`src/rtl/obi_dual_port_ram_bridge.sv`:
```
// OBI front-end for a simple-dual-port byte-write RAM. Data writes use port A.
// Instruction and data reads share port B through a round-robin arbiter, with byte-wise read-during-write forwarding.
module obi_dual_port_ram_bridge #(
  parameter int ADDR_WIDTH = 17,
  parameter int RD_LATENCY = 1
) (
  input  logic                  clka,
  input  logic                  rstb,
  input  logic                  instr_req_i,
  output logic                  instr_gnt_o,
  input  logic [31:0]           instr_addr_i,
  output logic                  instr_rvalid_o,
  output logic [31:0]           instr_rdata_o,
  input  logic                  data_req_i,
  output logic                  data_gnt_o,
  input  logic                  data_we_i,
  input  logic [3:0]            data_be_i,
  input  logic [31:0]           data_addr_i,
  input  logic [31:0]           data_wdata_i,
  output logic                  data_rvalid_o,
  output logic [31:0]           data_rdata_o,
  output logic [ADDR_WIDTH-1:0] ram_addra_o,
  output logic [31:0]           ram_dina_o,
  output logic [3:0]            ram_wea_o,
  output logic [ADDR_WIDTH-1:0] ram_addrb_o,
  output logic                  ram_enb_o,
  output logic                  ram_regceb_o,
  output logic                  ram_rstb_o,
  input  logic [31:0]           ram_doutb_i
);

  typedef enum logic {PTR_DATA = 1'b0, PTR_INSTR = 1'b1} rr_ptr_e;

  typedef struct packed {
    logic        valid;
    logic        is_write;
    logic        fwd_en;
    logic [3:0]  fwd_be;
    logic [31:0] fwd_data;
  } resp_t;

  rr_ptr_e r_rr_ptr;
  resp_t   r_ipipe [RD_LATENCY];
  resp_t   r_dpipe [RD_LATENCY];

  logic                  w_instr_rd;
  logic                  w_data_rd;
  logic                  w_data_wr;
  logic                  w_contend;
  logic                  w_instr_gnt;
  logic                  w_data_rd_gnt;
  logic                  w_fwd;
  logic [ADDR_WIDTH-1:0] w_iword;
  logic [ADDR_WIDTH-1:0] w_dword;
  resp_t                 w_inew;
  resp_t                 w_dnew;
  resp_t                 w_iout;
  resp_t                 w_dout;
  logic                  w_unused;

  assign w_iword  = instr_addr_i[ADDR_WIDTH+1:2];
  assign w_dword  = data_addr_i[ADDR_WIDTH+1:2];
  assign w_unused = ^{instr_addr_i[1:0], instr_addr_i[31:ADDR_WIDTH+2],
                      data_addr_i[1:0], data_addr_i[31:ADDR_WIDTH+2]};

  // Requests are masked while reset is held so nothing is granted or written.
  assign w_instr_rd    = instr_req_i & ~rstb;
  assign w_data_rd     = data_req_i & ~data_we_i & ~rstb;
  assign w_data_wr     = data_req_i & data_we_i & ~rstb;
  assign w_contend     = w_instr_rd & w_data_rd;
  assign w_instr_gnt   = w_instr_rd & (~w_contend | (r_rr_ptr == PTR_INSTR));
  assign w_data_rd_gnt = w_data_rd & (~w_contend | (r_rr_ptr == PTR_DATA));
  assign w_fwd         = w_instr_gnt & w_data_wr & (w_iword == w_dword);

  assign instr_gnt_o  = w_instr_gnt;
  assign data_gnt_o   = w_data_wr | w_data_rd_gnt;

  assign ram_addra_o  = w_dword;
  assign ram_dina_o   = data_wdata_i;
  assign ram_wea_o    = w_data_wr ? data_be_i : 4'h0;
  assign ram_addrb_o  = w_data_rd_gnt ? w_dword : w_iword;
  assign ram_enb_o    = w_instr_gnt | w_data_rd_gnt;
  assign ram_regceb_o = 1'b1;
  assign ram_rstb_o   = rstb;

  // NOTE: always_comb assigns every output a default first so no latch is inferred.
  always_comb begin
    w_inew          = '0;
    w_inew.valid    = w_instr_gnt;
    w_inew.fwd_en   = w_fwd;
    w_inew.fwd_be   = data_be_i;
    w_inew.fwd_data = data_wdata_i;
    w_dnew          = '0;
    w_dnew.valid    = w_data_wr | w_data_rd_gnt;
    w_dnew.is_write = w_data_wr;
  end

  // NOTE: sequential state uses non-blocking assignments; whole pipeline entries are
  // cleared on reset (they are registers, not RAM) so in-flight responses are dropped.
  always_ff @(posedge clka) begin
    if (rstb) begin
      r_rr_ptr <= PTR_DATA;
      for (int i = 0; i < RD_LATENCY; i++) begin
        r_ipipe[i] <= '0;
        r_dpipe[i] <= '0;
      end
    end else begin
      if (w_contend) r_rr_ptr <= w_instr_gnt ? PTR_DATA : PTR_INSTR;
      r_ipipe[0] <= w_inew;
      r_dpipe[0] <= w_dnew;
      for (int i = 1; i < RD_LATENCY; i++) begin
        r_ipipe[i] <= r_ipipe[i-1];
        r_dpipe[i] <= r_dpipe[i-1];
      end
    end
  end

  function automatic logic [31:0] merge_bytes(input resp_t e, input logic [31:0] ram);
    logic [31:0] m;
    for (int b = 0; b < 4; b++)
      m[8*b +: 8] = (e.fwd_en && e.fwd_be[b]) ? e.fwd_data[8*b +: 8] : ram[8*b +: 8];
    return m;
  endfunction

  assign w_iout = r_ipipe[RD_LATENCY-1];
  assign w_dout = r_dpipe[RD_LATENCY-1];

  // Outputs are masked during reset so a response in flight never surfaces.
  assign instr_rvalid_o = w_iout.valid & ~rstb;
  assign data_rvalid_o  = w_dout.valid & ~rstb;
  assign instr_rdata_o  = (instr_rvalid_o && !w_iout.is_write) ? merge_bytes(w_iout, ram_doutb_i) : 32'h0;
  assign data_rdata_o   = (data_rvalid_o && !w_dout.is_write) ? merge_bytes(w_dout, ram_doutb_i) : 32'h0;

endmodule

```
`config.mk`:
```
export PLATFORM = sky130hd
export DESIGN_NAME = obi_dual_port_ram_bridge
export DESIGN_NICKNAME = d
export VERILOG_FILES = /design/src/rtl/obi_dual_port_ram_bridge.sv
export SDC_FILE = /design/constraint.sdc
export NUM_CORES = 1
export LEC_CHECK = 0
export ABC_AREA = 1
export ABC_CLOCK_PERIOD_IN_PS = 1180
export BUFFER_PORTS_ARGS = -buffer_cell sky130_fd_sc_hd__buf_2
export CAP_MARGIN = 0
export CORE_AREA = 2 2 108 110
export CTS_CLUSTER_DIAMETER = 60
export DETAILED_ROUTE_END_ITERATION = 8
export DIE_AREA = 0 0 110 112
export PLACE_DENSITY = 0.7
export SLEW_MARGIN = 20
export SYNTH_ARGS = -nofsm -noshare
export SYNTH_HDL_FRONTEND = slang
export SYNTH_SLANG_ARGS = --single-unit
```
`constraint.sdc`:
```
create_clock -name clka -period 1.18 [get_ports clka]
set_input_delay 0.177 -clock clka [delete_from_list [all_inputs] [get_ports clka]]
set_output_delay 0.177 -clock clka [all_outputs]
set_load 0.05 [all_outputs]
```
==> Yosys cells after proc, flatten, opt, wreduce, memory -nomap -nowiden <==
Memory sizes are Yosys's and may differ from the RTL's.
Index checks and enable logic that the tools add are counted.
{ "op_classes": {"n_mux": 20, "reduce_logical": 14, "eq_ne": 1, "mul": 0, "bitwise": 20, "div_mod_pow": 0, "shift": 0, "n_addsub": 0, "n_lt_le_gt_ge": 0} }
{ "op_table": {"columns": ["operator", "count"], "rows": [
  ["two-way mux 32 bit", 2],
  ["two-way mux 8 bit", 8],
  ["two-way mux 38 bit", 1],
  ["OR reduction 38 bit", 1],
  ["equality test 17 bit", 1],
  ["two-way mux 17 bit", 1],
  ["AND 1 bit", 12],
  ["logical AND 1 bit", 6],
  ["two-way mux 1 bit", 6],
  ["logical AND 1 bit, both inputs constant", 4],
  ["two-way mux 4 bit", 1],
  ["NOT 1 bit", 4],
  ["OR 1 bit", 4],
  ["two-way mux 2 bit", 1],
  ["OR reduction 2 bit", 1],
  ["zero test 1 bit", 1],
  ["zero test 1 bit, first input constant", 1]
]} }
{ "word_totals": {"rom_bits": 0, "n_memories": 2, "input_bits": 137, "latch_bits": 0, "reg_bits": 1, "ramBits": 40, "elab_cells": 58} }
{ "memory_table": {"columns": ["memory", "words", "word_bits", "read_ports", "rd_ports_with_merged_regs", "write_ports", "line", "rtl"], "rows": [
  ["r_ipipe", 1, 38, 1, 0, 1, "43", "resp_t r_ipipe [RD_LATENCY];"],
  ["r_dpipe", 1, 2, 1, 0, 1, "44", "resp_t r_dpipe [RD_LATENCY];"]
]} }

==> Longest topological paths before layout <==
{ "logic_depth": {"word_depth": 10, "depth_mapped": 8, "mapped_depth_nobuf": 8} }

==> Worst setup path after synthesis <==
Ideal clock, no wire load.
{ "synth_path": {"path_type": "register to output", "startpoint": "memory r_dpipe[0][1] (netlist name)", "endpoint": "output port data_rdata_o[10]", "setup_slack_ps": -1101, "path_stages_with_launch": 6, "arrival_time_ps": 2104, "cell_sequence": "dfxtp_1 inv_1 nor2_1 nand2_1 buf_2 nor2_1"} }
{ "synth_between": {"elab_chain_len": 4} }
{ "synth_lines": {"columns": ["element", "line", "rtl"], "rows": [
  ["from (decl)", "44", null],
  ["memory read (1 x 2 bit)", null, null],
  ["AND 1 bit", "130", "assign data_rvalid_o = w_dout.valid & ~rstb;"],
  ["via data_rvalid_o", "20", "output logic data_rvalid_o,"],
  ["logical AND 1 bit", "132", "assign data_rdata_o = (data_rvalid_o && !w_dout.is_write) ? merge_bytes(w_dout, ram_doutb_i) : 32'h0;"],
  ["two-way mux 32 bit", "132", null],
  ["to (decl)", "21", "output logic [31:0] data_rdata_o,"]
]} }
The timed path passes the listed nets, and every way through them passes these cells.

==> Worst setup path in the final report <==
{ "layout_path": {"startpoint": "register r_rr_ptr", "endpoint": "output port ram_addrb_o[3]"} }
{ "layout_between": {"elab_chain_len": 4} }
{ "layout_lines": {"columns": ["element", "line", "rtl"], "rows": [
  ["from (decl)", "42", "rr_ptr_e r_rr_ptr;"],
  ["from (signal assigned)", "108", "if (w_contend) r_rr_ptr <= w_instr_gnt ? PTR_DATA : PTR_INSTR;"],
  ["NOT 1 bit", "72", "assign w_data_rd_gnt = w_data_rd & (~w_contend | (r_rr_ptr == PTR_DATA));"],
  ["OR 1 bit", "72", null],
  ["AND 1 bit", "72", null],
  ["two-way mux 17 bit", "81", "assign ram_addrb_o = w_data_rd_gnt ? w_dword : w_iword;"],
  ["to (decl)", "25", "output logic [ADDR_WIDTH-1:0] ram_addrb_o,"]
]} }
Every way passes these cells.

==> run metrics <==
Antenna Violating Nets Remaining=0; setup violators final=between 80 and 90; final net count=858; row cnt=39; top-area cell type share of the netlist area=0.290; Pins Over Slew Limit=0; reg2reg path depth=5; setup tns final=-31,150 ps; Critical Path Sink Type=output pin; 1st-pass router iterations=6; H-tree Lvls=2; top post-synthesis cells by area=dfxtp_1 29%, buf_4 14%, inv_1 14%; slack of the worst reg-to-reg path=100 ps; I/O pins=roughly 280; failing checks=negative setup slack; Int Pwr=between 3 and 4 mW; fillers=921; Worst path most repeated cell=buf_12; Root Buffer=clkbuf_16; core area=between 10,000 and 15,000 µm²; sequential-to-total area share from yosys stat=0.290; crit path max fanout=16; Sw Ratio=0.373; Sequential Power Share=0.274; Hold Path Stages=3; worst skew pair latency=about 280 ps; Post-Syn Instances=approximately 470; worst setup path endpoint=ram_addrb_o[3]; post-synth top area cell=dfxtp_1; Leak=~3.3 nW; reg2reg end=r_dpipe[0][1]; Final Hold Fails=0; Setup WS pre-CTS=-305 ps; most frequent cells in the layout=157 x buf_2, 101 x inv_1, 77 x buf_6; share of cells above drive strength 1=0.658; Syn Std Cell Area=between 2000 and 3000 µm²; HPWL Detailed=8480 µm; most common cell after layout, fill and taps aside=buf_2; type of origin of the critical path=flip-flop; Distinct cells, synth=18; first-pass GRT wire length=17,200 µm; Vias=3,716; worst IR drop on VDD=~0.0006 V; initial antenna violation count=0; Yosys reg bits=slightly above 40; GRT Overall Usage=0.178; die area=12,300 µm²; PortBufs=~250; Gate power share=0.410; Worst Path Required=1000 ps; fin cells=slightly below 900; Final Skew=~2.8 ps; Die H=112 µm; Antenna Cells=0; crit-path cells=inv_2 > o211ai_4 > buf_12 > nand2_1 > o21ai_4 > buf_12; outcome=complete, but fails checks; Final Power=approximately 5.5 mW; CP Class=reg2out; placed cell count=slightly above 800; Arrival @ worst endpoint=~1500 ps; GP Congestion=between 0.8 and 0.9; max incr delay on CP=~330 ps; Hold Crit Class=in2reg; Routed Wire Length=11,900 µm; Initial Util=0.253; synth warn=0; vias in the first global route=~3.7k; Via-to-Cell Ratio=4.30; total gr overflow=0; Synth-to-Final Area Change=135%; DRC Markers=0; minimum clock period=~1600 ps; post-route setup slack=-445 ps; deepest clock path buffer count=2; Critical path origin=r_rr_ptr; post-synthesis net count=a little over 600; unrepaired setup endpoints after global routing=yes; Die Width=between 100 and 150 µm; final worst path period share=1.38; power density over cell area=slightly above 800 nW/µm²; wire per inst=roughly 14 µm; CP max stage cell=dfxtp_2; Avg Cell Area, Syn=roughly 6.1 µm²; initial DRC count=63; Sink Count=41; largest net degree at the start of global routing=23; Net Sw Power=2.05 mW; max capacitance violation total=0; R2R Path Start=r_rr_ptr; fmax=615 MHz; clock power share=0.316; CTS buffer count=5; clk slew on worst S/H paths=around 60 ps; CTS tree=built
repair_timing:
action,4_1_cts,5_1_grt
pin swaps,10,10
setup buffers,20,11
gates resized for setup,269,47
hold buffers,0,0
gates cloned,5,1
setup endpoints to repair,90,90
worst max-delay path, delay by kind of cell, from the launching register on:
family | cells | cell delay [ps]
flops | 1 | 330
compound gates | 2 | 300
buf+inv | 3 | 430
simple gates | 1 | 110
stage by stage:
stage	hold WS (ps)	area [µm²]	utilization
final	112	6670	0.596
after global routing	109	6670	0.596
after CTS	105	6410	0.574
after detailed placement	402	5000	0.448
after global placement	396	5000	0.448
after floorplan	261	3790	-
final cells by class:
type / count / area (µm²) / share of cell area
clock buffers: 5 / 125 / 0.0188
multi-input cells: 254 / 2330 / 0.349
inverters: 106 / 408 / 0.0612
well taps: 143 / 179 / 0.0268
flip-flops and latches: 41 / 831 / 0.125
repair buffers: 313 / 2730 / 0.409
clock inverters: 3 / 65.1 / 0.00976
per-layer routing:
metal  share of wire  up-vias  track usage
met4           0.018        0       0.0489
met2            0.56      179        0.359
li1                -     1839            -
met1            0.35     1684        0.182
met3           0.069       14       0.0269
met5               0        -            0
flip-flops by register name (all words and copies together), names as in the netlist:
| signal | count |
|---|---|
| r_dpipe | 2 |
| r_rr_ptr | 1 |
| r_ipipe | 38 |
worst min-delay path by stage:
stage,startpoint,endpoint,slack [ps]
3_3_place_gp,data_wdata_i[29],r_ipipe[0][29],400
3_5_place_dp,data_wdata_i[3],r_ipipe[0][3],400
5_1_grt,data_wdata_i[4],r_ipipe[0][4],110
4_1_cts,data_wdata_i[24],r_ipipe[0][24],110
2_1_floorplan,rstb,r_dpipe[0][0],260
6_report,data_wdata_i[4],r_ipipe[0][4],110
cells in the mapped netlist:
master    count
a21oi_1      33
buf_2        13
buf_4        52
buf_6         3
conb_1        1
dfxtp_1      41
inv_1       103
inv_2         3
nand2_1      72
nand3_1       2
nor2_1       88
nor2_4        1
o211ai_4      1
o21ai_0      34
o21ai_1       8
o21ai_2      10
o22ai_1       1
xor2_1        1
logic make-up after synthesis:
group,after synthesis,synth area share
DFF,41,0.290
xor gates and xnor gates,1,0.00309
other,1,0.00132
AOI/OAI and AO/OA,87,0.173
buffers and inverters,174,0.313
and+or+nand+nor,163,0.220
power groups by stage:
stage	Clock, mW	Combinational [mW]	Sequential [mW]
after global placement	0	1.89	1.51
after floorplan	0	1.49	1.50
after CTS	1.79	2.20	1.50
final	1.74	2.26	1.51
after detailed placement	0	1.91	1.51
after global routing	1.85	2.37	1.51
(Power assumes the default switching activity.)
